File: src/rtl/pcr_bridge_pkg.sv
// Shared types and constants for the PCR host bridge.
//   PCR_ADDR_W / PCR_DATA_W : default PCR address and data widths
//   bridge_state_t          : issue FSM states (IDLE, ISSUE, RESP)
//   pcr_req_t               : one buffered host request {rw, addr, data}
package pcr_bridge_pkg;

    localparam int PCR_ADDR_W = 5;
    localparam int PCR_DATA_W = 64;

    typedef enum logic [1:0] {
        IDLE  = 2'd0,
        ISSUE = 2'd1,
        RESP  = 2'd2
    } bridge_state_t;

    typedef struct packed {
        logic                  rw;
        logic [PCR_ADDR_W-1:0] addr;
        logic [PCR_DATA_W-1:0] data;
    } pcr_req_t;

endpackage

File: src/rtl/pcr_host_bridge_if.sv
// Bundle of the host request/response handshakes and the PCR file access port.
//   host_req_*  : request channel (valid/ready, rw, addr, data)
//   host_resp_* : response channel (valid/ready, data = pre-access value)
//   pcr_*       : single-cycle access port towards the PCR file
// Modports: slave = bridge side, master = host plus PCR file side.
interface pcr_host_bridge_if #(
    parameter int ADDR_W = pcr_bridge_pkg::PCR_ADDR_W,
    parameter int DATA_W = pcr_bridge_pkg::PCR_DATA_W
);
    logic              host_req_valid;
    logic              host_req_ready;
    logic              host_req_rw;
    logic [ADDR_W-1:0] host_req_addr;
    logic [DATA_W-1:0] host_req_data;
    logic              host_resp_valid;
    logic              host_resp_ready;
    logic [DATA_W-1:0] host_resp_data;
    logic              pcr_en;
    logic              pcr_wen;
    logic [ADDR_W-1:0] pcr_addr;
    logic [DATA_W-1:0] pcr_wdata;
    logic [DATA_W-1:0] pcr_rdata;

    modport slave (
        input  host_req_valid, host_req_rw, host_req_addr, host_req_data,
        input  host_resp_ready, pcr_rdata,
        output host_req_ready, host_resp_valid, host_resp_data,
        output pcr_en, pcr_wen, pcr_addr, pcr_wdata
    );

    modport master (
        output host_req_valid, host_req_rw, host_req_addr, host_req_data,
        output host_resp_ready, pcr_rdata,
        input  host_req_ready, host_resp_valid, host_resp_data,
        input  pcr_en, pcr_wen, pcr_addr, pcr_wdata
    );
endinterface

File: src/rtl/pcr_req_fifo.sv
// Synchronous request FIFO for the PCR host bridge.
//   clk, reset : clock and synchronous active-high reset (flushes contents)
//   push, din  : write din at the tail (ignored while full)
//   pop        : drop the head (ignored while empty)
//   dout       : current head entry, combinational
//   full/empty : derived from the registered occupancy count
// A simultaneous push and pop keeps the count; the pop always removes the
// old head, never the entry being written.
module pcr_req_fifo
    import pcr_bridge_pkg::*;
#(
    parameter int DEPTH = 2
) (
    input  logic     clk,
    input  logic     reset,
    input  logic     push,
    input  logic     pop,
    input  pcr_req_t din,
    output pcr_req_t dout,
    output logic     full,
    output logic     empty
);

    localparam int PTR_W = (DEPTH > 1) ? $clog2(DEPTH) : 1;
    localparam int CNT_W = $clog2(DEPTH) + 1;
    localparam logic [PTR_W-1:0] PTR_ONE  = PTR_W'(1);
    localparam logic [CNT_W-1:0] CNT_ONE  = CNT_W'(1);
    localparam logic [CNT_W-1:0] CNT_FULL = CNT_W'(DEPTH);

    pcr_req_t         mem_r [DEPTH];
    logic [PTR_W-1:0] wr_ptr_r;
    logic [PTR_W-1:0] rd_ptr_r;
    logic [CNT_W-1:0] count_r;
    logic             push_ok_s;
    logic             pop_ok_s;

    assign full      = (count_r == CNT_FULL);
    assign empty     = (count_r == {CNT_W{1'b0}});
    assign push_ok_s = push && !full;
    assign pop_ok_s  = pop && !empty;
    assign dout      = mem_r[rd_ptr_r];

    // Pointer and occupancy bookkeeping; pointers wrap modulo DEPTH.
    always_ff @(posedge clk) begin
        if (reset) begin
            wr_ptr_r <= {PTR_W{1'b0}};
            rd_ptr_r <= {PTR_W{1'b0}};
            count_r  <= {CNT_W{1'b0}};
        end else begin
            if (push_ok_s) begin
                wr_ptr_r <= wr_ptr_r + PTR_ONE;
            end
            if (pop_ok_s) begin
                rd_ptr_r <= rd_ptr_r + PTR_ONE;
            end
            case ({push_ok_s, pop_ok_s})
                2'b10:   count_r <= count_r + CNT_ONE;
                2'b01:   count_r <= count_r - CNT_ONE;
                default: count_r <= count_r;
            endcase
        end
    end

    // Entry storage; cleared on reset so no stale request survives a flush.
    always_ff @(posedge clk) begin
        if (reset) begin
            for (int i = 0; i < DEPTH; i++) begin
                mem_r[i] <= '0;
            end
        end else if (push_ok_s) begin
            mem_r[wr_ptr_r] <= din;
        end
    end

endmodule

File: src/rtl/pcr_host_bridge.sv
// Host-to-PCR-file bridge with swap semantics.
//   clk, reset : clock and synchronous active-high reset
//   bus        : pcr_host_bridge_if.slave (host request/response + PCR port)
// Requests are buffered in pcr_req_fifo and issued one at a time as a single
// pcr_en cycle; the pre-access register value is returned on the response
// channel. pcr_addr/pcr_wdata/pcr_wen double as the issue registers: they are
// only loaded on a pop, which is also the edge that enters ISSUE, so they
// never move outside an access.
module pcr_host_bridge
    import pcr_bridge_pkg::*;
#(
    parameter int ADDR_W = PCR_ADDR_W,
    parameter int DATA_W = PCR_DATA_W,
    parameter int DEPTH  = 2
) (
    input logic              clk,
    input logic              reset,
    pcr_host_bridge_if.slave bus
);

    bridge_state_t     state_r;
    bridge_state_t     state_next_s;
    pcr_req_t          push_data_s;
    pcr_req_t          head_s;
    logic              push_s;
    logic              pop_s;
    logic              full_s;
    logic              empty_s;
    logic              pcr_en_r;
    logic              pcr_wen_r;
    logic [ADDR_W-1:0] pcr_addr_r;
    logic [DATA_W-1:0] pcr_wdata_r;
    logic              resp_valid_r;
    logic [DATA_W-1:0] resp_data_r;

    // Ready comes from the registered count only, so a pop in the same cycle
    // never lets a request fall through into a full FIFO.
    assign bus.host_req_ready = !reset && !full_s;
    assign push_s             = bus.host_req_valid && bus.host_req_ready;
    assign push_data_s        = {bus.host_req_rw, bus.host_req_addr, bus.host_req_data};

    pcr_req_fifo #(
        .DEPTH (DEPTH)
    ) u_fifo (
        .clk   (clk),
        .reset (reset),
        .push  (push_s),
        .pop   (pop_s),
        .din   (push_data_s),
        .dout  (head_s),
        .full  (full_s),
        .empty (empty_s)
    );

    // Next-state and pop decision for the issue FSM.
    always_comb begin
        state_next_s = state_r;
        pop_s        = 1'b0;
        case (state_r)
            IDLE: begin
                if (!empty_s) begin
                    pop_s        = 1'b1;
                    state_next_s = ISSUE;
                end else begin
                    state_next_s = IDLE;
                end
            end
            ISSUE: begin
                state_next_s = RESP;
            end
            RESP: begin
                if (bus.host_resp_ready) begin
                    if (!empty_s) begin
                        pop_s        = 1'b1;
                        state_next_s = ISSUE;
                    end else begin
                        state_next_s = IDLE;
                    end
                end else begin
                    state_next_s = RESP;
                end
            end
            default: begin
                state_next_s = IDLE;
            end
        endcase
    end

    // FSM state register.
    always_ff @(posedge clk) begin
        if (reset) begin
            state_r <= IDLE;
        end else begin
            state_r <= state_next_s;
        end
    end

    // Registered PCR port and response channel, decoded from the next state.
    always_ff @(posedge clk) begin
        if (reset) begin
            pcr_en_r     <= 1'b0;
            pcr_wen_r    <= 1'b0;
            pcr_addr_r   <= {ADDR_W{1'b0}};
            pcr_wdata_r  <= {DATA_W{1'b0}};
            resp_valid_r <= 1'b0;
            resp_data_r  <= {DATA_W{1'b0}};
        end else begin
            pcr_en_r     <= (state_next_s == ISSUE);
            resp_valid_r <= (state_next_s == RESP);
            if (pop_s) begin
                pcr_wen_r   <= head_s.rw;
                pcr_addr_r  <= head_s.addr;
                pcr_wdata_r <= head_s.data;
            end
            // Old value is sampled before the write edge takes effect.
            if (state_r == ISSUE) begin
                resp_data_r <= bus.pcr_rdata;
            end
        end
    end

    assign bus.pcr_en          = pcr_en_r;
    assign bus.pcr_wen         = pcr_wen_r;
    assign bus.pcr_addr        = pcr_addr_r;
    assign bus.pcr_wdata       = pcr_wdata_r;
    assign bus.host_resp_valid = resp_valid_r;
    assign bus.host_resp_data  = resp_data_r;

endmodule

File: src/flat_wrapper.sv
// flat-port wrapper written by rule: the top's interface ports become plain ports
module pcr_host_bridge_flat import pcr_bridge_pkg::*;
#(
    parameter int ADDR_W = PCR_ADDR_W,
    parameter int DATA_W = PCR_DATA_W,
    parameter int DEPTH  = 2
)
  (clk, reset, bus_host_req_valid, bus_host_req_rw, bus_host_req_addr, bus_host_req_data, bus_host_resp_ready, bus_pcr_rdata, bus_host_req_ready, bus_host_resp_valid, bus_host_resp_data, bus_pcr_en, bus_pcr_wen, bus_pcr_addr, bus_pcr_wdata);
  pcr_host_bridge_if #(.ADDR_W(ADDR_W), .DATA_W(DATA_W)) bus_i ();
  input logic clk;
  input logic reset;
  input wire logic [$bits(bus_i.host_req_valid)-1:0] bus_host_req_valid;
  input wire logic [$bits(bus_i.host_req_rw)-1:0] bus_host_req_rw;
  input wire logic [$bits(bus_i.host_req_addr)-1:0] bus_host_req_addr;
  input wire logic [$bits(bus_i.host_req_data)-1:0] bus_host_req_data;
  input wire logic [$bits(bus_i.host_resp_ready)-1:0] bus_host_resp_ready;
  input wire logic [$bits(bus_i.pcr_rdata)-1:0] bus_pcr_rdata;
  output wire logic [$bits(bus_i.host_req_ready)-1:0] bus_host_req_ready;
  output wire logic [$bits(bus_i.host_resp_valid)-1:0] bus_host_resp_valid;
  output wire logic [$bits(bus_i.host_resp_data)-1:0] bus_host_resp_data;
  output wire logic [$bits(bus_i.pcr_en)-1:0] bus_pcr_en;
  output wire logic [$bits(bus_i.pcr_wen)-1:0] bus_pcr_wen;
  output wire logic [$bits(bus_i.pcr_addr)-1:0] bus_pcr_addr;
  output wire logic [$bits(bus_i.pcr_wdata)-1:0] bus_pcr_wdata;
  assign bus_i.host_req_valid = bus_host_req_valid;
  assign bus_i.host_req_rw = bus_host_req_rw;
  assign bus_i.host_req_addr = bus_host_req_addr;
  assign bus_i.host_req_data = bus_host_req_data;
  assign bus_i.host_resp_ready = bus_host_resp_ready;
  assign bus_i.pcr_rdata = bus_pcr_rdata;
  assign bus_host_req_ready = bus_i.host_req_ready;
  assign bus_host_resp_valid = bus_i.host_resp_valid;
  assign bus_host_resp_data = bus_i.host_resp_data;
  assign bus_pcr_en = bus_i.pcr_en;
  assign bus_pcr_wen = bus_i.pcr_wen;
  assign bus_pcr_addr = bus_i.pcr_addr;
  assign bus_pcr_wdata = bus_i.pcr_wdata;
  pcr_host_bridge #(.ADDR_W(ADDR_W), .DATA_W(DATA_W), .DEPTH(DEPTH)) u_core (.clk(clk), .reset(reset), .bus(bus_i));
endmodule
File: config.mk
export PLATFORM = sky130hd
export DESIGN_NAME = pcr_host_bridge_flat
export DESIGN_NICKNAME = d
export VERILOG_FILES = /design/src/rtl/pcr_bridge_pkg.sv /design/src/rtl/pcr_host_bridge_if.sv /design/src/rtl/pcr_req_fifo.sv /design/src/rtl/pcr_host_bridge.sv /design/src/flat_wrapper.sv
export SDC_FILE = /design/constraint.sdc
export NUM_CORES = 1
export LEC_CHECK = 0
export CAP_MARGIN = 20
export CORE_ASPECT_RATIO = 1.2
export CORE_MARGIN = 5
export CORE_UTILIZATION = 35
export DETAILED_ROUTE_END_ITERATION = 10
export MAX_ROUTING_LAYER = met4
export PLACE_DENSITY_LB_ADDON = 0.3
export SLEW_MARGIN = 20
export SYNTH_ARGS = -nofsm -noshare
export SYNTH_HDL_FRONTEND = slang
export SYNTH_SLANG_ARGS = --single-unit
File: constraint.sdc
create_clock -name clk -period 2.15 [get_ports clk]
set_input_delay 0.3225 -clock clk [delete_from_list [all_inputs] [get_ports clk]]
set_output_delay 0.3225 -clock clk [all_outputs]
set_load 0.03 [all_outputs]
==> results of run 1 <==
routing by layer:
metal,part of all wire (%),global-route usage (%),vias to the layer above,routed length [um]
met5,0,-,-,0
met4,2.7,4.53,0,769
met3,5.2,2.87,43,1510
met2,50,27.8,251,14500
met1,42,19.3,3688,12300
li1,-,-,3773,-
power by group through the flow:
stage                     clock, mW  combinational (mW)  sequential (mW)
after global placement            0                7.94             7.70
final                          5.12                7.96             7.59
after floorplan                   0                3.58             9.12
after global routing           5.49                8.48             7.73
after detailed placement          0                8.05             7.70
after CTS                      5.26                8.09             7.61
repair_timing:
| item | 4_1_cts | 5_1_grt |
|---|---|---|
| gates resized for setup | 2 | 2 |
| endpoints found under the setup margin | 1 | 1 |
| endpoints found under the hold margin | 0 | 0 |
worst min-delay path by stage:
stage / from / end / slack, ns / cells after the start
after floorplan: bus_pcr_rdata[0] / u_core.bus.host_resp_data[0] / 0.46 / 2
after global placement: u_core.bus.host_resp_data[63] / u_core.bus.host_resp_data[63] / 0.44 / 2
after detailed placement: u_core.bus.host_resp_data[21] / u_core.bus.host_resp_data[21] / 0.45 / 2
after CTS: reset / u_core.u_fifo.count_r[0] / 0.08 / 2
after global routing: reset / u_core.state_r[0] / 0.09 / 2
final: reset / u_core.u_fifo.count_r[0] / 0.11 / 2
cells by family after synthesis:
| family | Yosys count | synth area share (%) |
|---|---|---|
| simple gates | 289 | 13.5 |
| flops | 282 | 63.0 |
| compound gates | 209 | 13.7 |
| buf+inv | 77 | 3.22 |
| mux | 71 | 6.36 |
| xor+xnor | 2 | 0.157 |
| fa+ha+maj | 1 | 0.112 |
flip-flops by register name, summed over array words and instances, names as in the netlist:
register and flops:
u_core.bus.host_resp_data 64, u_core.bus.host_resp_valid 1, u_core.bus.pcr_addr 5, u_core.bus.pcr_en 1, u_core.bus.pcr_wdata 64, u_core.bus.pcr_wen 1
u_core.state_r 2, u_core.u_fifo.count_r 2, u_core.u_fifo.mem_r 140, u_core.u_fifo.rd_ptr_r 1, u_core.u_fifo.wr_ptr_r 1
cell type report:
class	count	area, sq um
fillers	2814	16000
flip-flops and latches	282	7050
multi-input cells	572	3820
repair buffers	296	3070
clock buffers	43	882
well taps	401	502
clock inverters	11	110
inverters	1	3.75
per-stage QoR:
step	power [mW]	setup WS (ns)
6_report	20.7	0.194
5_1_grt	21.7	0.0924
4_1_cts	21.0	0.0432
3_5_place_dp	15.7	0.144
3_3_place_gp	15.6	0.157
2_1_floorplan	12.7	0.00965
Yosys cell counts, drive strengths merged:
cell,n
nor2,5
clkbuf,43
a21oi,135
o21a,1
o21ba,1
xor2,1
nand2b,3
mux2i,70
dfxtp,142
and2,141
or2,3
buf,33
a211oi,71
ha,1
xnor2,1
inv,1
edfxtp,140
nand2,129
or3,1
nor2b,5
nor4b,2
o21ai,1
mux2,1
==> summary.txt, run 1 <==
Critical path
  – R2r setup slk: 0.22 ns
  – Critical-path cell list: clkdlybuf4s50_1
  – Startpoint types: flip-flop
  – Crit path buffers/inverters: 1
  – Crit path to: bus_pcr_addr[3]
  – Critical path origin: u_core.bus.pcr_addr[3]
  – Crit Reg-Reg Endpoint: u_core.bus.pcr_wdata[23]
  – Slowest stage delay, CP: 0.70 ns
  – Worst r2r path cells: 4
  – CP max stage cell: clkdlybuf4s50_1
  – Critical Path End Type: output port
  – Family with the most delay on the worst path: buffers and inverters
  – CP Class: flip-flop to output port
  – CP max FO: 2
  – Reg2reg start: u_core.u_fifo.count_r[0]
  – Crit path depth: 1
  – Critical path required time: roughly 1.8 ns
  – Critical path arrival: 1.63 ns

STA
  – Setup TNS: 0 ns
  – Min cycle time layout: slightly below 2 ns
  – Final hold vios: 0
  – Hold_ws: between 0.1 and 0.15 ns
  – Transition time of the tightest slew-check pin: 0.882 ns
  – Unrepaired setup endpoints after global routing: no
  – Endpoints failing setup: 0
  – Final Slew Violations: 0
  – Clock skew: 0.0171 ns
  – Fmax: roughly 510 MHz
  – Slew HR: about two fifths
  – Final period util: between 90% and 100%

Yosys
  – Synth Warn #: 0
  – Post-Syn Area per Cell: about 12 sq um
  – Syn nets: 1070
  – Largest area contributor in the netlist: edfxtp_1
  – Synthesized cell area: 11200 sq um
  – Synthesized instance count: 931
  – Synth unique cells: 27
  – Synth top area share: between 30% and 40%
  – Leading cell types by total area after synthesis: edfxtp_1 38%, dfxtp_1 25%, and2_1 7.9%
  – Seq/Total Area, Yosys: 63.0%
  – Number of synthesized register bits: between 200 and 300

Final layout
  – Final core occ: 49.1%
  – Most common cell after layout, fill and taps aside: clkdlybuf4s50_1
  – Layout cells sized above 1: 11.8%
  – Most frequent cells in the layout: 272 x clkdlybuf4s50_1, 141 x dfxtp_1, 140 x and2_1, 140 x edfxtp_1, 135 x a21oi_1
  – Final Cell Area: 15400 sq um
  – Nets@finish: 1321
  – Diode count: 0
  – Final non-filler cell total: 1606
  – Area delta synth->final: 37.9%

Place
  – Cell count after placement: 1552
  – Dpl hpwl: between 15 and 20 mm
  – Dpl cell area: 14400 sq um
  – RePlAce Congestion: between 0.7 and 0.8
  – Number of port buffers: 274

Floorplan
  – Die Y: 206 um
  – Initial Util: 35.6%
  – Core Region: 31400 sq um
  – FP Rows: 71
  – Die W: 173 um
  – IO Count: 275
  – Die ar.: about 36000 sq um

Clocking
  – CTS tree: yes
  – Deepest clock path buffer count: 3
  – Worst-Skew Late Latency: 0.54 ns
  – Root Buffer: clkbuf_16
  – Clk slew on worst S/H paths: about 0.060 ns
  – TritonCTS buffer count: 29
  – H-tree levels: 1
  – Count of clock tree sinks: 282
  – Hold buffers post-CTS: 0
  – Postcts setup bufs: 0

Pwr
  – Psw: 7.40 mW
  – VDD IR max: 0.932 mV
  – Sequential Power Share: 36.7%
  – Sw Ratio: a little over a third
  – Clock share of power: 24.8%
  – Pint: 13.3 mW
  – Pwr Density: around 1300 nW/um^2
  – Pleak: roughly 5.4 nW
  – Combinational share of power: 38.5%

Global route
  – Gr usage total: 16.0%
  – Pin count of the biggest net entering global routing: 100
  – First-pass GRT wire length: about 44 mm
  – Total gr overflow: 0
  – Vias in the first global route: between 7k and 8k
  – Initial antenna violation count: 0

Min path
  – Min-Delay Path Class: primary input to flip-flop

Route
  – Drt total wl: a little under 30 mm
  – DR vias: between 7k and 8k
  – Drc violations: 0
  – DR WL/cell: about 18 um
  – Remaining antenna violation count: 0
  – Starting DRT DRC Count: 303
  – First-pass iteration count of the detailed router: 6
  – Vias/cell: 4.83

Status
  – Outcome: completed

Run
  – Max Cap Viol: 0
(Power assumes the default switching activity.)
==> run 2: changes to the inputs <==
==> constraint.sdc (replaced) <==
create_clock -name clk -period 2.15 [get_ports clk]
set_input_delay 0.215 -clock clk [delete_from_list [all_inputs] [get_ports clk]]
set_output_delay 0.215 -clock clk [all_outputs]
set_load 0.03 [all_outputs]
==> summary.txt, run 2 (synthesis gave the netlist of run 1 again) <==
Clocking
  – Root Buffer: clkbuf_16
  – Clk slew on worst S/H paths: 0.06 ns
  – CTS tree: yes
  – Count of clock tree sinks: 282
  – Postcts setup bufs: 0
  – H-tree levels: 1
  – Worst-Skew Late Latency: 0.54 ns
  – Deepest clock path buffer count: 3
  – TritonCTS buffer count: 29

Global route
  – Gr usage total: 16.0%
  – Initial antenna violation count: 1
  – Pin count of the biggest net entering global routing: 72
  – First-pass GRT wire length: approximately 45 mm
  – Total gr overflow: 0
  – Vias in the first global route: 7943

Floorplan
  – Die Y: 206 um
  – FP Rows: just over 70
  – IO Count: 275
  – Core Region: around 31000 sq um
  – Initial Util: 35.6%
  – Die W: 173 um
  – Die ar.: around 36000 sq um

Route
  – Vias/cell: 4.79
  – First-pass iteration count of the detailed router: 4
  – Drt total wl: 28.8 mm
  – Drc violations: 0
  – DR WL/cell: 17.9 um
  – DR vias: 7716
  – Remaining antenna violation count: 0
  – Starting DRT DRC Count: 326

STA
  – Final hold vios: 0
  – Setup TNS: 0 ns
  – Final period util: slightly above 90%
  – Final Slew Violations: 0
  – Clock skew: ~0.017 ns
  – Unrepaired setup endpoints after global routing: no
  – Endpoints failing setup: 0
  – Slew HR: about 33%
  – Fmax: approximately 500 MHz
  – Transition time of the tightest slew-check pin: 1.00 ns
  – Min cycle time layout: 2.00 ns

Critical path
  – Startpoint types: flip-flop
  – R2r setup slk: 0.31 ns
  – Critical Path End Type: output port
  – CP Class: flip-flop to output port
  – Critical path arrival: between 1.5 and 2 ns
  – Reg2reg start: u_core.u_fifo.count_r[0]
  – Crit Reg-Reg Endpoint: u_core.bus.pcr_wdata[23]
  – Critical path required time: 1.93 ns
  – Worst r2r path cells: 4
  – CP max FO: 5

Final layout
  – Largest register FFs: 140
  – Most frequent cells in the layout: 272 x clkdlybuf4s50_1, 141 x dfxtp_1, 140 x and2_1, 140 x edfxtp_1, 135 x a21oi_1
  – Top reg by flops: u_core.u_fifo.mem_r
  – Area delta synth->final: 37.7%
  – Most common cell after layout, fill and taps aside: clkdlybuf4s50_1
  – Nets@finish: ~1.3k
  – Final non-filler cell total: around 1.6k
  – Layout cells sized above 1: 11.8%

Min path
  – Min-Delay Path Depth: 3
  – Hold Path End: u_core.bus.host_resp_data[8]
  – Min-Delay Path Class: primary input to flip-flop
  – Hold_sp: bus_pcr_rdata[8]

Run
  – Max Cap Viol: 0

Status
  – Outcome: completed

Place
  – Number of port buffers: 274
  – Cell count after placement: 1554
  – Dpl hpwl: between 15 and 20 mm
  – RePlAce Congestion: roughly 0.75

Pwr
  – Pwr Density: 1330 nW/um^2
  – VDD IR max: 0.899 mV
  – Pleak: 5.36 nW
==> run 2: routing by layer <==
metal | part of all wire [%] | vias to the layer above | GRT usage (%)
met5 | 0 | - | -
met1 | 43 | 3646 | 19.4
met2 | 49 | 259 | 27.7
met3 | 5.6 | 37 | 3.18
li1 | - | 3774 | -
met4 | 1.8 | 0 | 3.76
==> run 2: worst max-delay path by stage <==
stage                                        start                        to  depth (start not counted)
after global placement         bus_host_resp_ready  u_core.bus.pcr_wdata[46]                          6
after floorplan                              reset  u_core.u_fifo.count_r[1]                          7
after detailed placement       bus_host_resp_ready  u_core.bus.pcr_wdata[55]                          6
after CTS                 u_core.u_fifo.count_r[1]        bus_host_req_ready                          3
final                     u_core.u_fifo.count_r[1]        bus_host_req_ready                          3
after global routing      u_core.u_fifo.count_r[1]        bus_host_req_ready                          3
==> run 2: report_power, final <==
part           switching, mW  internal (mW)  total (mW)
sequential             0.680           6.88        7.56
combinational           4.63           3.27        7.90
clock                   2.05           3.06        5.11
total                   7.36           13.2        20.6
==> run 2: cell type report <==
class	count	area, sq um
repair buffers	299	3060
diodes	1	2.50
well taps	401	502
inverters	1	3.75
fillers	2808	16000
clock buffers	36	782
clock inverters	18	198
multi-input cells	572	3810
flip-flops and latches	282	7050
==> run 2: critical path, cell delays in order (launching register included) <==
cell and delay, ns:
dfxtp_1 0.40, nor2b_2 0.36, nor2_1 0.10, dlygate4sd2_1 0.39
==> run 2: repair_timing <==
action	4_1_cts	5_1_grt
gates resized for setup	1	0
endpoints found under the setup margin	1	0
hold buffers	1	0
endpoints found under the hold margin	4	0
==> run 2: through the flow <==
step | instance area (sq um) | util, % | hold slack [ns] | setup WS [ns] | power [mW]
floorplan | 11200 | - | 0.351 | 0.117 | 12.7
global placement | 14400 | 45.9 | 0.441 | 0.179 | 15.6
detailed placement | 14400 | 45.9 | 0.446 | 0.166 | 15.7
CTS | 15400 | 49.0 | 0.191 | 0.127 | 20.9
finish | 15400 | 49.0 | 0.222 | 0.150 | 20.6
global route | 15400 | 49.0 | 0.213 | 0.0619 | 21.6
==> run 3: changes to the inputs <==
- CAP_MARGIN: 20 -> not set
==> results of run 3 <==
Same layout as run 2: the final DEF is identical, and so are final timing and power.
